$ cat src/rtl/lbp_pkg.sv
// lbp_pkg: shared LBP constants and histogram FSM states
package lbp_pkg;
    localparam int LBP_CODE_W = 8;
    localparam int LBP_DATA_W = 9;
    localparam int LBP_NBINS  = 256;
    typedef enum logic [2:0] {
        ST_CLEAR,
        ST_ACCUM,
        ST_FLUSH,
        ST_DRAIN,
        ST_DONE
    } state_t;
endpackage

$ cat src/rtl/hist_ram.sv
// hist_ram: LBP_NBINS x COUNT_W 1R1W RAM, synchronous read, read-during-write returns old data
// Ports: i_clk clock; i_we/i_waddr/i_wdata write port; i_raddr read address; o_rdata registered read data
module hist_ram
    import lbp_pkg::*;
#(
    parameter int COUNT_W = 14
) (
    input  logic                  i_clk,
    input  logic                  i_we,
    input  logic [LBP_CODE_W-1:0] i_waddr,
    input  logic [COUNT_W-1:0]    i_wdata,
    input  logic [LBP_CODE_W-1:0] i_raddr,
    output logic [COUNT_W-1:0]    o_rdata
);
    logic [COUNT_W-1:0] r_mem [LBP_NBINS];
    always_ff @(posedge i_clk) begin
        if (i_we) r_mem[i_waddr] <= i_wdata;
        o_rdata <= r_mem[i_raddr];
    end
endmodule

$ cat src/rtl/lbp_hist.sv
// lbp_hist: 256-bin histogram of LBP codes per frame, drained bin by bin over valid/ready
// Ports: i_clk; i_reset_n async active-low; i_lbp_valid/i_lbp_data/i_lbp_finish from the LBP engine;
//        i_hist_restart starts a new frame from DONE; i_hist_ready/o_hist_valid/o_hist_bin/o_hist_count drain port;
//        o_busy (CLEAR/DRAIN), o_done (DONE), o_err sticky drop/saturation flag.
// Macro LBP_HIST_SAT_EN: bins saturate at 2^COUNT_W-1 and flag err; otherwise they wrap silently.
module lbp_hist
    import lbp_pkg::*;
#(
    parameter int COUNT_W = 14
) (
    input  logic                  i_clk,
    input  logic                  i_reset_n,
    input  logic                  i_lbp_valid,
    input  logic [LBP_DATA_W-1:0] i_lbp_data,
    input  logic                  i_lbp_finish,
    input  logic                  i_hist_restart,
    input  logic                  i_hist_ready,
    output logic                  o_hist_valid,
    output logic [LBP_CODE_W-1:0] o_hist_bin,
    output logic [COUNT_W-1:0]    o_hist_count,
    output logic                  o_busy,
    output logic                  o_done,
    output logic                  o_err
);
    state_t                r_state, w_next;
    logic [LBP_CODE_W-1:0] r_ptr, r_s1_code, r_wc, r_bin;
    logic [COUNT_W-1:0]    r_wd, w_rdata, w_base, w_inc, w_wdata;
    logic [LBP_CODE_W-1:0] w_waddr, w_raddr;
    logic                  r_s1_v, r_wv, r_fin_q, r_err, r_hv, r_busy, r_done;
    logic                  w_accept, w_drop, w_fin_rise, w_hs, w_we, w_sat;

    assign w_accept   = (r_state == ST_ACCUM) & i_lbp_valid & ~i_lbp_data[LBP_DATA_W-1];
    assign w_drop     = i_lbp_valid & ~w_accept;
    assign w_fin_rise = i_lbp_finish & ~r_fin_q;
    assign w_hs       = r_hv & i_hist_ready;
    // The RAM returns old data when the same bin was written last cycle, so take the in-flight value
    assign w_base     = (r_wv && r_wc == r_s1_code) ? r_wd : w_rdata;
`ifdef LBP_HIST_SAT_EN
    assign w_sat      = &w_base;
`else
    assign w_sat      = 1'b0;
`endif
    assign w_inc      = w_sat ? w_base : w_base + COUNT_W'(1);
    assign w_we       = (r_state == ST_CLEAR) | r_s1_v;
    assign w_waddr    = (r_state == ST_CLEAR) ? r_ptr : r_s1_code;
    assign w_wdata    = (r_state == ST_CLEAR) ? '0 : w_inc;
    assign w_raddr    = (r_state == ST_DRAIN) ? r_ptr : i_lbp_data[LBP_CODE_W-1:0];

    hist_ram #(.COUNT_W(COUNT_W)) u_ram (
        .i_clk   (i_clk),
        .i_we    (w_we),
        .i_waddr (w_waddr),
        .i_wdata (w_wdata),
        .i_raddr (w_raddr),
        .o_rdata (w_rdata)
    );

    always_comb begin
        w_next = r_state;
        case (r_state)
            ST_CLEAR: if (r_ptr == '1) w_next = ST_ACCUM;
            ST_ACCUM: if (w_fin_rise) w_next = ST_FLUSH;
            ST_FLUSH: if (!r_s1_v) w_next = ST_DRAIN;
            ST_DRAIN: if (w_hs && r_bin == '1) w_next = ST_DONE;
            ST_DONE:  if (i_hist_restart) w_next = ST_CLEAR;
            default:  w_next = ST_CLEAR;
        endcase
    end

    always_ff @(posedge i_clk or negedge i_reset_n) begin
        if (!i_reset_n) begin
            r_state   <= ST_CLEAR;
            r_ptr     <= '0;
            r_s1_v    <= 1'b0;
            r_s1_code <= '0;
            r_wv      <= 1'b0;
            r_wc      <= '0;
            r_wd      <= '0;
            r_fin_q   <= 1'b0;
            r_err     <= 1'b0;
            r_hv      <= 1'b0;
            r_bin     <= '0;
            r_busy    <= 1'b0;
            r_done    <= 1'b0;
        end else begin
            r_state <= w_next;
            r_busy  <= (w_next == ST_CLEAR) || (w_next == ST_DRAIN);
            r_done  <= (w_next == ST_DONE);
            r_fin_q <= i_lbp_finish;
            r_s1_v  <= w_accept;
            if (w_accept) r_s1_code <= i_lbp_data[LBP_CODE_W-1:0];
            r_wv    <= r_s1_v;
            r_wc    <= r_s1_code;
            r_wd    <= w_inc;
            if (r_state == ST_DONE && i_hist_restart) r_err <= 1'b0;
            else if (w_drop || (r_s1_v && w_sat)) r_err <= 1'b1;
            // One pointer serves as clear address and drain address; it wraps to 0 after CLEAR and after bin 255
            if (r_state == ST_CLEAR || w_hs) r_ptr <= r_ptr + 1'b1;
            else if (r_state == ST_FLUSH) r_ptr <= '0;
            // RAM read is issued in the idle DRAIN cycle; its registered data is presented the next cycle
            if (r_state == ST_DRAIN && !r_hv) begin
                r_hv  <= 1'b1;
                r_bin <= r_ptr;
            end else if (w_hs) r_hv <= 1'b0;
        end
    end

    // Read address stays on r_ptr while a bin is offered, so the RAM output holds steady
    assign o_hist_valid = r_hv;
    assign o_hist_bin   = r_bin;
    assign o_hist_count = r_hv ? w_rdata : '0;
    assign o_busy       = r_busy;
    assign o_done       = r_done;
    assign o_err        = r_err;
endmodule
$ cat config.mk
export PLATFORM = sky130hd
export DESIGN_NAME = lbp_hist
export DESIGN_NICKNAME = d
export VERILOG_FILES = /design/src/rtl/lbp_pkg.sv /design/src/rtl/hist_ram.sv /design/src/rtl/lbp_hist.sv
export SDC_FILE = /design/constraint.sdc
export NUM_CORES = 2
export LEC_CHECK = 0
export ABC_CLOCK_PERIOD_IN_PS = 39500
export BUFFER_PORTS_ARGS = -buffer_cell sky130_fd_sc_hd__clkbuf_2
export CORE_MARGIN = 2
export CORE_UTILIZATION = 35
export CTS_BUF_LIST = sky130_fd_sc_hd__clkbuf_8
export CTS_CLUSTER_SIZE = 8
export DETAILED_ROUTE_END_ITERATION = 10
export PLACE_DENSITY_LB_ADDON = 0.12
export SLEW_MARGIN = 20
export SYNTH_ARGS = -nofsm -noshare
export SYNTH_HDL_FRONTEND = slang
export SYNTH_SLANG_ARGS = --single-unit
$ cat constraint.sdc
create_clock -name i_clk -period 39.5 [get_ports i_clk]
set_input_delay 3.95 -clock i_clk [delete_from_list [all_inputs] [get_ports i_clk]]
set_output_delay 3.95 -clock i_clk [all_outputs]
set_load 0.01 [all_outputs]
==> qor.txt <==
Status - completed
Avg Synthesized Cell Area - 13.5 sq um
Largest net degree at the start of global routing - 161
Drt total wl - 565000 um
Cell area after synthesis - 143000 sq um
Most frequent cells in the layout - edfxtp_1 (3584), nand2_1 (3084), nand3_1 (1117)
Period utilisation layout - 0.213
Hold depth - 0
Peak VDD IR - 0.0000788 V
Critical Path Source - i_lbp_data[0]
Postcts setup bufs - 0
Clock Sink Count - 3654
Clock slew at reported path FFs - 60 ps
WP depth - 11
TritonCTS Buffers - 628
Max-cap violations - 0
CP max stage cell - o21ai_0
Pwr dens - 75.5 nW/um^2
Minimum clock period - 8420 ps
CP Max Fanout - 96
Net Sw Frac - 0.403
Std cell rows - 235
Nets - 11200
Die W - 644 um
Worst slew margin - 0.0532
Max H-tree Level - 6
Die ar. - 415000 sq um
Core Region - 409000 sq um
Comb power frac - 0.333
Int Power - 7370 uW
Cells after synthesis - 10600
Main synth FF type - edfxtp_1
Routed len/inst - 33.0 um
GRT Util Overall - 0.264
Clock Skew - 83.8 ps
Hold Crit Class - register to register
Critical path capture point - u_ram.o_rdata[8]
Vias in the first global route - 91500
Skew-Pair Late Insertion Delay - 1260 ps
CP arrival - 9480 ps
Register area share after synthesis - 0.762
Grt ovf - 0
Slew Limit Fails - 0
Crit path kind - primary input to register
Area leader, netlist - edfxtp_1
Share of the synthesized area in the top cell type - 0.750
Crit path launch type - primary input
Worst Hold Launch - r_s1_code[1]
Die span in y - 644 um
CTS Buffer Depth - 4
Net switching power - 4970 uW
Worst slew pin tran - 1410 ps
Ports - 41
Flop pwr share - 0.415
Fmax - 119 MHz
R2R Path End - u_ram.o_rdata[8]
First-pass GRT wire length - 767000 um
Routability Congestion - 0.914
Number of cells on the worst reg-to-reg path - 11
Starting Density - 0.351
FF+latch count, synth - 3654
Cell count after placement - 16000
Critical Path RT - 40560 ps
Share of cells above drive strength 1 - 0.126
Finish-stage setup viols - 0
Synth area leaders - edfxtp_1 (75%), nand2_1 (8.1%), nand3_1 (3.9%)
Count of unique library cells instantiated by Yosys - 76
Root Driver - clkbuf_8
1st-iter DRT viols - 12500
Vias per inst - 5.64
Ys Warns - 0
Post-synth ARST share - 0.0153
Drt drc - 0
Pre-antenna DRT Iters - 8
Slowest stage delay, CP - 860 ps
TritonCTS clock tree - built
Final setup TNS - 0 ps
PortBufs - 40
# hold bufs at CTS - 0
Nature of the critical path endpoint - register
Clock network fraction of total power - 0.252
Post-DP HPWL - 346000 um
FF-to-FF Start - r_state[0]
Reg-to-reg slack, setup - 32440 ps
Most common cell after layout, fill and taps aside - edfxtp_1
Vias - 96600
Final cell count without fillers - 17100
CTS resizes - 0
Layout area overhead - 13.9%
WP buf/inv - 5
Endpoints failing hold - 0
Worst path top cell family by delay - buffers and inverters
RSZ-0062 raised after global routing - no
Number of synthesized flops with an enable pin - 3584
Static Leak - 0.0553 uW
Syn Nets - 10600
Antenna viol nets, final - 0
Crit path cell chain - clkbuf_2 > a21oi_4 > buf_4 > buf_12 > buf_12 > buf_4 > a31oi_1 > o22ai_1 > o211ai_1 > o21ai_0 > nand4_1
Initial antenna violation count - 62
[state kept, by name (all words and copies together), names as in the netlist]
signal	count
r_state	3
o_done	1
r_ptr	8
o_err	1
u_ram.r_mem	3584
o_busy	1
r_wc	8
r_s1_v	1
o_hist_bin	8
r_wv	1
o_hist_valid	1
u_ram.o_rdata	14
r_wd	14
r_fin_q	1
r_s1_code	8
[power groups by stage]
stage / combinational (uW) / sequential (uW) / clock, uW
detailed placement: 4080 / 5200 / 0
finish: 4110 / 5120 / 3110
CTS: 4080 / 5120 / 3170
global placement: 4030 / 5200 / 0
global route: 4320 / 5120 / 3330
floorplan: 2170 / 5330 / 0
[worst register-to-register path, stage by stage (launching register included)]
cell and delay [ps]:
dfrtp_1 610, nand3b_4 650, a21oi_4 580, buf_4 620, buf_12 540, buf_12 710, buf_4 900, a31oi_1 320
o22ai_1 440, o211ai_1 440, o21ai_0 860, nand4_1 190
[cells by family (layout without fill, tap and decap cells)]
| kind of cell | count (synthesis) | after routing | share of synthesized area |
|---|---|---|---|
| compound gates | 904 | 904 | 0.0421 |
| flops | 3654 | 3654 | 0.762 |
| simple gates | 5061 | 5061 | 0.152 |
| other cells | 0 | 30 | 0 |
| fa+ha+maj | 2 | 2 | 0.000174 |
| mux | 305 | 305 | 0.0217 |
| xor+xnor | 23 | 23 | 0.00140 |
| buf+inv | 663 | 1692 | 0.0211 |
[layer usage]
| metal | vias up | track usage | wire [um] |
|---|---|---|---|
| met5 | - | 0 | 154 |
| met4 | 22 | 0.117 | 26800 |
| met3 | 1024 | 0.0435 | 44100 |
| met2 | 4729 | 0.413 | 257000 |
| met1 | 50200 | 0.364 | 236000 |
| li1 | 40600 | - | - |
[cells in the mapped netlist (69+ instances only)]
master / n
edfxtp_1: 3584
nand2_1: 3108
nand3_1: 1117
nor2_1: 323
buf_2: 319
a31oi_1: 308
nand4_1: 295
mux2i_1: 276
clkbuf_1: 219
a21oi_1: 169
a32oi_1: 126
buf_1: 88
o22ai_1: 69
[metrics by stage]
step / power, uW / util / instance area (sq um) / worst slack, ps / hold WS [ps]
after global routing: 12800 / 0.399 / 163000 / 31260 / 550
after detailed placement: 9280 / 0.373 / 152000 / 30120 / 516
final: 12300 / 0.400 / 163000 / 31080 / 542
after CTS: 12400 / 0.399 / 163000 / 31450 / 528
after floorplan: 7500 / - / 143000 / 26170 / 425
after global placement: 9230 / 0.372 / 152000 / 28870 / 505
[layout make-up]
type	count	area (sq um)
diodes	30	75.1
flip-flops and latches	3654	109000
fillers	38300	246000
repair buffers	577	4530
inverters	6	22.5
clock buffers	646	8890
clock inverters	463	2080
well taps	5451	6820
multi-input cells	6295	31700
[how the worst min path moves through the flow]
stage / slack [ps] / end
finish: 540 / r_wc[1]
floorplan: 420 / r_wv
global placement: 510 / r_wc[2]
global route: 550 / r_wv
detailed placement: 520 / r_wc[2]
CTS: 530 / r_wc[1]
No activity file was read; power rests on OpenSTA's default activity.
